<file path="src/rtl/spi_xfer_queue.sv">
// Command/response queue in front of spi_master: TX FIFO feeds one transfer
// per entry, received bytes land in an RX FIFO tagged with their slave select.
`timescale 1ns/1ps
module spi_xfer_queue #(
    parameter int DEPTH = 8,
    parameter int AW    = 3
) (
    input  logic       clk,
    input  logic       rst_n,
    input  logic       wr_en,
    input  logic [1:0] wr_sel,
    input  logic [7:0] wr_data,
    output logic       tx_full,
    output logic       wr_drop,
    input  logic       rd_en,
    output logic [7:0] rd_data,
    output logic [1:0] rd_sel,
    output logic       rx_empty,
    output logic       busy,
    output logic       m_start,
    output logic [1:0] m_slave_sel,
    output logic [7:0] m_mosi_data,
    input  logic       m_sending,
    input  logic       m_done,
    input  logic [7:0] m_miso_data
);

    localparam logic [AW:0] FULL = (AW+1)'(DEPTH);

    typedef enum logic [1:0] {IDLE, ISSUE, WAIT} state_t;

    state_t        state;
    logic [9:0]    tx_mem [DEPTH];
    logic [AW-1:0] tx_wp;
    logic [AW-1:0] tx_rp;
    logic [AW:0]   tx_cnt;
    logic [9:0]    rx_mem [DEPTH];
    logic [AW-1:0] rx_wp;
    logic [AW-1:0] rx_rp;
    logic [AW:0]   rx_cnt;

    logic tx_push;
    logic launch;
    logic rx_push;
    logic rx_pop;

    assign tx_full  = (tx_cnt == FULL);
    assign rx_empty = (rx_cnt == '0);
    assign rd_data  = rx_mem[rx_rp][7:0];
    assign rd_sel   = rx_mem[rx_rp][9:8];

    // RX space is reserved at launch so a completed transfer always has a slot
    assign tx_push = wr_en && !tx_full;
    assign launch  = (state == IDLE) && (tx_cnt != '0) && (rx_cnt != FULL);
    assign rx_push = (state == WAIT) && m_done;
    assign rx_pop  = rd_en && !rx_empty;

    always_ff @(posedge clk) begin
        if (tx_push) begin
            tx_mem[tx_wp] <= {wr_sel, wr_data};
        end
    end

    always_ff @(posedge clk or negedge rst_n) begin
        if (!rst_n) begin
            tx_wp   <= '0;
            tx_rp   <= '0;
            tx_cnt  <= '0;
            wr_drop <= 1'b0;
        end else begin
            wr_drop <= wr_en && tx_full;
            if (tx_push) begin
                tx_wp <= tx_wp + 1'b1;
            end
            if (launch) begin
                tx_rp <= tx_rp + 1'b1;
            end
            unique case ({tx_push, launch})
                2'b10:   tx_cnt <= tx_cnt + 1'b1;
                2'b01:   tx_cnt <= tx_cnt - 1'b1;
                default: tx_cnt <= tx_cnt;
            endcase
        end
    end

    always_ff @(posedge clk or negedge rst_n) begin
        if (!rst_n) begin
            rx_wp  <= '0;
            rx_rp  <= '0;
            rx_cnt <= '0;
            for (int i = 0; i < DEPTH; i++) begin
                rx_mem[i] <= '0;
            end
        end else begin
            if (rx_push) begin
                rx_mem[rx_wp] <= {m_slave_sel, m_miso_data};
                rx_wp         <= rx_wp + 1'b1;
            end
            if (rx_pop) begin
                rx_rp <= rx_rp + 1'b1;
            end
            unique case ({rx_push, rx_pop})
                2'b10:   rx_cnt <= rx_cnt + 1'b1;
                2'b01:   rx_cnt <= rx_cnt - 1'b1;
                default: rx_cnt <= rx_cnt;
            endcase
        end
    end

    always_ff @(posedge clk or negedge rst_n) begin
        if (!rst_n) begin
            state       <= IDLE;
            busy        <= 1'b0;
            m_start     <= 1'b0;
            m_slave_sel <= '0;
            m_mosi_data <= '0;
        end else begin
            unique case (state)
                IDLE: begin
                    if (launch) begin
                        {m_slave_sel, m_mosi_data} <= tx_mem[tx_rp];
                        m_start <= 1'b1;
                        busy    <= 1'b1;
                        state   <= ISSUE;
                    end
                end
                ISSUE: begin
                    m_start <= 1'b0;
                    state   <= WAIT;
                end
                WAIT: begin
                    if (m_done) begin
                        busy  <= 1'b0;
                        state <= IDLE;
                    end
                end
                default: begin
                    m_start <= 1'b0;
                    busy    <= 1'b0;
                    state   <= IDLE;
                end
            endcase
        end
    end

    a_start_idle: assert property (
        @(posedge clk) disable iff (!rst_n) m_start |-> !m_sending);
    a_done_wait: assert property (
        @(posedge clk) disable iff (!rst_n) m_done |-> state == WAIT);
    a_rx_room: assert property (
        @(posedge clk) disable iff (!rst_n) rx_push |-> rx_cnt != FULL);

endmodule
</file>
<file path="config.mk">
export PLATFORM = sky130hd
export DESIGN_NAME = spi_xfer_queue
export DESIGN_NICKNAME = d
export VERILOG_FILES = /design/src/rtl/spi_xfer_queue.sv
export SDC_FILE = /design/constraint.sdc
export NUM_CORES = 1
export LEC_CHECK = 0
export ABC_AREA = 1
export BUFFER_PORTS_ARGS = -buffer_cell sky130_fd_sc_hd__buf_2
export CORE_MARGIN = 5
export CORE_UTILIZATION = 35
export CTS_CLUSTER_DIAMETER = 120
export DETAILED_ROUTE_END_ITERATION = 8
export GPL_ROUTABILITY_DRIVEN = 0
export PLACE_DENSITY = 0.59
export RECOVER_POWER = 100
export SLEW_MARGIN = 20
export SYNTH_ARGS = -nofsm -noshare
export SYNTH_HDL_FRONTEND = slang
export SYNTH_SLANG_ARGS = --single-unit
</file>
<file path="constraint.sdc">
create_clock -name clk -period 2.9 [get_ports clk]
set_clock_uncertainty 0.1 [all_clocks]
set_input_delay 0.145 -clock clk [delete_from_list [all_inputs] [get_ports clk]]
set_output_delay 0.145 -clock clk [all_outputs]
set_load 0.02 [all_outputs]
</file>
==> flow_summary_export.csv, run 1 <==
group,metric,value,unit
status,status,"complete, no violations",
worst_setup_path,worstReg2RegStart,"tx_cnt[0]$_DFFE_PN0P_",
clocking,clock_sink_count,195,
worst_setup_path,cp_top_family,"buffers and inverters",
worst_setup_path,crit_type,"reg -> out",
worst_setup_path,start_kind,"flop",
sta,slew_headroom,0.216,
worst_setup_path,critical_path_buf_inv_count,3,
power,power.density,1110,nW/µm²
synth,ys_types,32,
clocking,post_cts_resized,0,
worst_setup_path,path_max_fanout,42,
sta,clock.fmax,0.400,GHz
worst_setup_path,timing.rr.end,"tx_cnt[2]$_DFFE_PN0P_",
place,place_hpwl,11.9,mm
worst_setup_path,arrival,2250,ps
worst_setup_path,slowest_stage,"inv_2",
hold_path,hold_class,"reg -> reg",
place,pre_cts_ws,654,ps
synth,synthesis.nets,907,
worst_setup_path,reg2reg_depth,12,
hold_path,holdPathStages,2,
sta,setup-violations-final,0,
cells_and_area,fin_area,9700,µm²
clocking,cts_root_buffer,"clkbuf_16",
sta,final_max_slew_viol_count,0,
clocking,cts_buffers,17,
place,port_buffers,47,
synth,ys_seq_elements,195,
synth,yosysWarningCount,0,
drt,drc,0,
sta,period_needed,2500,ps
clocking,cts_setup_buffers,0,
synth,avgSynthCellArea,9.82,µm²
sta,rsz0062_at_grt,"no",
global_route,grt_pass1_wl,32.8,mm
floorplanning,die_h,166,µm
worst_setup_path,reg2reg_slack,450,ps
clocking,htreeDepth,4,
cells_and_area,final_common_cell,"o21ai_0",
sta,fin_setup_tns,0,ps
synth,synth.top_cell.area_share,0.336,
global_route,antenna_found_initial,1,
floorplanning,io_pins,49,
clocking,clockBufferDepth,2,
cells_and_area,layout_common_cells,"o21ai_0 (142), nor2_1 (137), dfrtp_1 (115)",
cells_and_area,seq_area,5280,µm²
global_route,grt_pass1_vias,6050,
power,static-leakage-power,4.02,nW
floorplanning,rows,57,
drt,dr.pass1.iters,5,
cells_and_area,nets,971,
cells_and_area,multi_input_area,2660,µm²
synth,syn-cell-area,8560,µm²
drt,wl,19.6,mm
synth,syn_inst,872,
drt,detail_route.vias_per_cell,4.68,
synth,synth.area.top_cells,"dfrtp_1 (34%), edfxtp_1 (28%), o21ai_0 (7.8%)",
power,vdd_drop_max,0.489,mV
clocking,clkTransAtPathRegs,70,ps
synth,yosysTopAreaCell,"dfrtp_1",
global_route,grt_max_degree,48,
synth,yosysSeqAreaShare,0.617,
floorplanning,core_area,24200,µm²
clocking,clk-insertion-delay-late,430,ps
floorplanning,initial_utilization,0.354,
worst_setup_path,max_stage_delay,510,ps
cells_and_area,syn_to_final_growth,13.3,%
clocking,cts_tree,"yes",
floorplanning,die_w,166,µm
place,dpl_cell_area,9140,µm²
worst_setup_path,endpoint_kind,"output pin",
cells_and_area,drive_gt1_frac,0.0664,
worst_setup_path,worstPathCellList,"inv_2 -> clkbuf_1 -> a21oi_1 -> o21ai_0 -> nand3_1 -> o21a_1 -> buf_2",
global_route,grt_util_all_layers,0.149,
cells_and_area,fillerInstances,2405,
sta,hold_viol,0,
drt,wire_per_inst,15.4,µm
drt,num_vias,5960,
drt,drtAntennaViolNets,0,
global_route,grt-ovfl-total,0,
hold_path,hold_end,"rx_mem[10]$_DFFE_PN0P_",
sta,worst_slack,401,ps
drt,drtIter0Drc,494,
worst_setup_path,cp_data_required_time,2650,ps
hold_path,worstHoldStart,"rx_mem[10]$_DFFE_PN0P_",
sta,worst_pin_slew,1180,ps
flow_run,drv_cap,0,
floorplanning,die_area,27700,µm²
sta,period_share,0.862,
-- synth_stat cells (all sizes together) --
library cell,instances
edfxtp,80
xor2,8
clkbuf,18
a21oi,62
nor2,142
inv,75
nand4,4
nand3,50
buf,29
xnor2,4
o21ai,150
dfrtp,115
nand2,111
fa,1
nor3,1
o21a,11
ha,10
or2,1
-- where the power goes --
part           internal (mW)  switching (mW)
sequential              3.84           0.553
combinational           1.40            2.77
clock                   1.13            1.10
total                   6.37            4.43
-- worst max path at each step --
| stage | startpoint | end | cells after the start |
|---|---|---|---|
| floorplan | rx_cnt[1]$_DFFE_PN0P_ | tx_cnt[2]$_DFFE_PN0P_ | 12 |
| global placement | state[1]$_DFFE_PN0P_ | tx_cnt[2]$_DFFE_PN0P_ | 11 |
| detailed placement | state[1]$_DFFE_PN0P_ | tx_cnt[2]$_DFFE_PN0P_ | 11 |
| CTS | rx_rp[0]$_DFFE_PN0P_ | rd_data[7] | 7 |
| global route | rx_rp[0]$_DFFE_PN0P_ | rd_data[7] | 7 |
| finish | rx_rp[0]$_DFFE_PN0P_ | rd_data[7] | 7 |
-- worst register-to-register path, cell delays in order, from the launching register on --
cell	delay, ps
dfrtp_1	420
inv_1	80
nand4_1	100
nand3_1	90
inv_1	480
ha_1	340
nand2_1	70
inv_1	60
nor2_1	50
ha_1	180
a21oi_1	150
xor2_1	140
o21ai_0	80
-- area by class of cell --
| type | count | area share |
|---|---|---|
| Sequential cell | 195 | 0.544 |
| Tap cell | 324 | 0.0418 |
| Clock inverter | 14 | 0.0123 |
| Clock buffer | 18 | 0.0442 |
| Timing Repair Buffer | 92 | 0.0538 |
| Multi-Input combinational cell | 555 | 0.274 |
| Antenna cell | 1 | 0.000258 |
| Inverter | 75 | 0.0291 |
-- through the flow --
step / total power [mW] / utilization / hold slack, ps / instances
final: 10.8 / 0.401 / 382 / 1274
after global routing: 11.8 / 0.401 / 398 / 1274
after CTS: 11.1 / 0.410 / 187 / 1273
after detailed placement: 8.86 / 0.378 / 119 / 1219
after global placement: 8.76 / 0.378 / 121 / 1219
after floorplan: 7.53 / - / -251 / 872
-- metal layers --
| layer | GRT usage | wire length, µm | vias to the layer above |
|---|---|---|---|
| met1 | 0.195 | 9020 | 2836 |
| met5 | 0 | 0 | - |
| met3 | 0.0320 | 617 | 20 |
| li1 | - | - | 3022 |
| met2 | 0.250 | 9690 | 82 |
| met4 | 0.0445 | 285 | 0 |
-- what timing repair did --
item                                    4_1_cts  5_1_grt
hold endpoints to repair                    181        0
endpoints found under the setup margin        0        0
hold buffers                                 22        0
-- cell families (layout without fill, tap and decap cells) --
logic type,count (synthesis),after routing,share of synthesized area
and+or+nand+nor,309,309,0.153
DFF,195,195,0.617
AOI/OAI and AO/OA,223,223,0.138
buffers and inverters,122,199,0.0628
adders and majority gates,11,11,0.0169
xor gates and xnor gates,12,12,0.0123
other,0,1,0
-- flip-flops by register name (all words and copies together), names as in the netlist --
name         flops
rx_rp            3
busy             1
tx_rp            3
m_mosi_data      8
tx_wp            3
rx_mem          80
rx_cnt           4
tx_mem          80
m_slave_sel      2
m_start          1
state            2
rx_wp            3
tx_cnt           4
wr_drop          1
No activity file was read; power rests on OpenSTA's default activity.
==> run 2: changes to the inputs <==
- CTS_BUF_LIST: unset -> sky130_fd_sc_hd__clkbuf_8
- SLEW_MARGIN: 20 -> unset
==> flow_summary_export.csv, run 2 (synthesis gave the netlist of run 1 again) <==
group,metric,value,unit
cells_and_area,drive_gt1_frac,0.0664,
clocking,cts_root_buffer,"clkbuf_8",
cells_and_area,layout_common_cells,"o21ai_0 (141), nor2_1 (138), dfrtp_1 (115)",
power,power.density,1070,nW/µm²
clocking,post_cts_resized,0,
global_route,grt_pass1_wl,32.4,mm
place,place_hpwl,11.9,mm
cells_and_area,largestRegisters,"rx_mem (80), tx_mem (80), m_mosi_data (8)",
worst_setup_path,cp_top_family,"buffers and inverters",
global_route,grt_pass1_vias,5969,
worst_setup_path,critical_path_buf_inv_count,3,
clocking,clockBufferDepth,2,
clocking,cts_buffers,17,
sta,period_share,0.878,
sta,fin_setup_tns,0,ps
drt,drtIter0Drc,447,
sta,clock.fmax,0.393,GHz
hold_path,hold_class,"in -> async",
flow_run,drv_cap,0,
cells_and_area,utilization,0.394,
global_route,grt_max_degree,48,
cells_and_area,nets,971,
clocking,htreeDepth,4,
clocking,clk-insertion-delay-late,470,ps
worst_setup_path,slowest_stage,"inv_2",
sta,slew_headroom,0.137,
clocking,clkTransAtPathRegs,100,ps
floorplanning,io_pins,49,
worst_setup_path,start_kind,"flop",
floorplanning,die_h,166,µm
sta,holdWs,351,ps
sta,hold_viol,0,
worst_setup_path,endpoint_kind,"output pin",
worst_setup_path,worstPathCellList,"inv_2 -> clkbuf_1 -> a21oi_1 -> o21ai_0 -> nand3_1 -> o21a_1 -> buf_2",
worst_setup_path,arrival,2300,ps
worst_setup_path,max_stage_delay,510,ps
power,p_total,10.2,mW
sta,final_max_slew_viol_count,0,
drt,detail_route.vias_per_cell,4.65,
drt,num_vias,5927,
floorplanning,core_area,24200,µm²
sta,rsz0062_at_grt,"no",
worst_setup_path,path_max_fanout,42,
worst_setup_path,crit_type,"reg -> out",
global_route,grt-ovfl-total,0,
status,status,"complete, no violations",
floorplanning,rows,57,
cells_and_area,final_common_cell,"o21ai_0",
sta,setup-violations-final,0,
clocking,cts_tree,"yes",
power,vdd_drop_max,0.409,mV
worst_setup_path,reg2reg_slack,450,ps
clocking,clock_sink_count,195,
drt,wire_per_inst,15.2,µm
sta,worst_pin_slew,1290,ps
floorplanning,die_area,27700,µm²
power,static-leakage-power,3.94,nW
global_route,grt_util_all_layers,0.147,
drt,drtAntennaViolNets,0,
global_route,antenna_found_initial,1,
worst_setup_path,cp_data_required_time,2650,ps
floorplanning,initial_utilization,0.354,
drt,wl,19.4,mm
drt,drc,0,
floorplanning,die_w,166,µm
drt,dr.pass1.iters,5,
place,port_buffers,47,
sta,period_needed,2550,ps
cells_and_area,syn_to_final_growth,11.1,%
[run 2: final timing paths]
check                                        from                      to  depth (start not counted)
max                          rx_rp[0]$_DFFE_PN0P_              rd_data[7]                          7
min                                         rst_n  rx_mem[57]$_DFFE_PN0P_                          2
max reg2reg                 tx_cnt[0]$_DFFE_PN0P_   tx_cnt[2]$_DFFE_PN0P_                         12
min reg2reg                rx_mem[68]$_DFFE_PN0P_  rx_mem[68]$_DFFE_PN0P_                          2
max in group asynchronous                   rst_n    tx_rp[1]$_DFFE_PN0P_                          3
min in group clk                            wr_en       wr_drop$_DFF_PN0_                          4
[run 2: final cells by class]
type | instances | area [µm²]
diodes | 1 | 2.50
clock buffers | 17 | 234
clock inverters | 15 | 123
fillers | 2425 | 14700
inverters | 75 | 283
multi-input cells | 555 | 2670
flip-flops and latches | 195 | 5280
well taps | 324 | 405
repair buffers | 92 | 518
[run 2: layer usage]
metal	vias up	wire [µm]	global-route usage
met5	-	0	0
met2	97	9450	0.244
met4	0	344	0.0502
met1	2784	8880	0.193
met3	21	725	0.0318
li1	3025	-	-
[run 2: worst register-to-register path, cell delays in order (launching register included)]
cell and delay, ps:
dfrtp_1 430, inv_1 80, nand4_1 100, nand3_1 90
inv_1 480, ha_1 340, nand2_1 70, inv_1 60
nor2_1 50, ha_1 180, a21oi_1 140, xor2_1 140
o21ai_0 80
[run 2: stage by stage]
stage / area, µm² / setup WS, ps / cells
global route: 9520 / 139 / 1274
detailed placement: 9140 / 654 / 1219
global placement: 9140 / 707 / 1219
floorplan: 8560 / 889 / 872
CTS: 9710 / 405 / 1273
finish: 9520 / 353 / 1274
[run 2: where the power goes]
part / switching (mW) / internal, mW / total, mW
clock: 1.02 / 0.621 / 1.64
combinational: 2.78 / 1.40 / 4.18
sequential: 0.546 / 3.84 / 4.38
[run 2: what timing repair did]
action / CTS / global route
setup buffers: 0 / 0
hold buffers: 22 / 0
endpoints found under the setup margin: 0 / 0
hold endpoints to repair: 197 / 0
==> run 3: changes to the inputs <==
- clock period: 2.9 -> 3.05 ns (I/O delays scaled with it)
==> flow_summary_export.csv, run 3 (synthesis gave the netlist of run 1 again) <==
group,metric,value,unit
cells_and_area,largestRegisters,"rx_mem (80), tx_mem (80), m_mosi_data (8)",
global_route,grt_util_all_layers,0.145,
worst_setup_path,path_max_fanout,20,
place,place_hpwl,11.9,mm
clocking,clockBufferDepth,2,
cells_and_area,layout_common_cells,"o21ai_0 (143), nor2_1 (142), dfrtp_1 (115)",
drt,drc,0,
drt,detail_route.vias_per_cell,4.72,
clocking,cts_buffers,17,
worst_setup_path,endpoint_kind,"flop",
floorplanning,die_area,27700,µm²
power,static-leakage-power,3.96,nW
floorplanning,rows,57,
power,vdd_drop_max,0.367,mV
flow_run,drv_cap,3,
cells_and_area,nets,969,
worst_setup_path,crit_path_start,"state[0]$_DFFE_PN0P_",
sta,final_max_slew_viol_count,43,
global_route,grt_max_degree,61,
cells_and_area,syn_to_final_growth,11.4,%
sta,rsz0062_at_grt,"no",
worst_setup_path,start_kind,"flop",
worst_setup_path,arrival,2850,ps
worst_setup_path,worstReg2RegStart,"state[0]$_DFFE_PN0P_",
global_route,grt_pass1_vias,5883,
status,status,"finished with violations",
global_route,antenna_found_initial,1,
drt,wl,19.6,mm
floorplanning,die_h,166,µm
drt,drtIter0Drc,454,
drt,num_vias,6004,
status,violations,"capacitance limit, slew limit",
worst_setup_path,max_stage_delay,1160,ps
worst_setup_path,cp_data_required_time,3240,ps
worst_setup_path,slowest_stage,"nor2_1",
sta,slew_headroom,-0.0376,
hold_path,worstHoldStart,"wr_en",
sta,period_needed,2660,ps
worst_setup_path,crit_type,"reg -> reg",
floorplanning,core_area,24200,µm²
clocking,cts_tree,"yes",
clocking,clock_sink_count,195,
cells_and_area,final_common_cell,"o21ai_0",
sta,setup-violations-final,0,
hold_path,hold_class,"in -> reg",
cells_and_area,drive_gt1_frac,0.0602,
clocking,cts_root_buffer,"clkbuf_8",
global_route,grt_pass1_wl,31.9,mm
floorplanning,initial_utilization,0.354,
sta,hold_viol,0,
floorplanning,io_pins,49,
drt,drtAntennaViolNets,0,
sta,holdWs,359,ps
sta,worst_pin_slew,1550,ps
power,power.density,1020,nW/µm²
clocking,htreeDepth,4,
worst_setup_path,critical_path_buf_inv_count,2,
clocking,clk-insertion-delay-late,470,ps
global_route,grt-ovfl-total,0,
clocking,clkTransAtPathRegs,110,ps
place,port_buffers,47,
worst_setup_path,worstPathCellList,"inv_1 -> nand3_1 -> clkinvlp_2 -> nand2_4 -> nor2_1 -> o21ai_0",
drt,wire_per_inst,15.4,µm
sta,period_share,0.872,
floorplanning,die_w,166,µm
sta,fin_setup_tns,0,ps
worst_setup_path,cp_top_family,"simple AND/OR/NAND/NOR gates",
drt,dr.pass1.iters,4,
sta,clock.fmax,0.376,GHz
==> run 3: cell types whose count changed in the layout (fill, tap and decap cells not counted), sizes merged <==
| cell | before | now |
|---|---|---|
| buf | 17 | 16 |
| dlygate4sd3 | 22 | 24 |
| clkbuf | 70 | 67 |
==> run 3: final cells by class <==
| type | instances | area [µm²] |
|---|---|---|
| Clock buffer | 17 | 234 |
| Inverter | 75 | 283 |
| Clock inverter | 15 | 144 |
| Sequential cell | 195 | 5280 |
| Tap cell | 324 | 405 |
| Timing Repair Buffer | 90 | 526 |
| Fill cell | 2446 | 14600 |
| Multi-Input combinational cell | 555 | 2660 |
| Antenna cell | 1 | 2.50 |
==> run 3: worst min-delay path, stage by stage <==
cell,delay (ps)
dlygate4sd3_1,530
buf_2,140
inv_1,50
nor2_1,30
==> run 3: power by group <==
group	internal, mW	leakage [nW]	switching (mW)	total [mW]
Sequential	3.65	2.11	0.463	4.11
Clock	0.610	0.198	1.02	1.63
Combinational	1.31	1.65	2.70	4.01
Total	5.57	3.96	4.18	9.75
==> run 3: through the flow <==
step / power (mW) / cells / utilization / setup WS [ps] / area (µm²)
after floorplan: 7.16 / 872 / - / 1040 / 8560
after global placement: 8.31 / 1215 / 0.377 / 848 / 9110
after detailed placement: 8.40 / 1215 / 0.377 / 801 / 9110
after CTS: 10.1 / 1271 / 0.402 / 415 / 9730
after global routing: 10.6 / 1272 / 0.395 / 165 / 9540
final: 9.75 / 1272 / 0.395 / 392 / 9540
==> run 3: per-layer routing <==
metal  track usage  share of wire
met1         0.190           0.46
met2         0.249           0.50
met3        0.0277          0.032
met4        0.0381          0.011
met5             0              0
==> run 3: path summary, 6_finish.rpt <==
| path | to | slack [ps] | cells after the start |
|---|---|---|---|
| min in group asynchronous | rx_mem[63]$_DFFE_PN0P_ | 730 | 3 |
| setup reg to reg | rx_mem[29]$_DFFE_PN0P_ | 390 | 6 |
| setup / recovery | rx_mem[29]$_DFFE_PN0P_ | 390 | 6 |
| max in group asynchronous | m_mosi_data[5]$_DFFE_PN0P_ | 670 | 4 |
| hold / removal | wr_drop$_DFF_PN0_ | 360 | 4 |
| hold reg to reg | rx_mem[60]$_DFFE_PN0P_ | 390 | 2 |
==> run 3: timing repair <==
item                      in CTS  in global routing
gates resized for setup        0                  0
setup buffers                  0                  0
hold buffers                  24                  0
hold endpoints to repair     268                  0
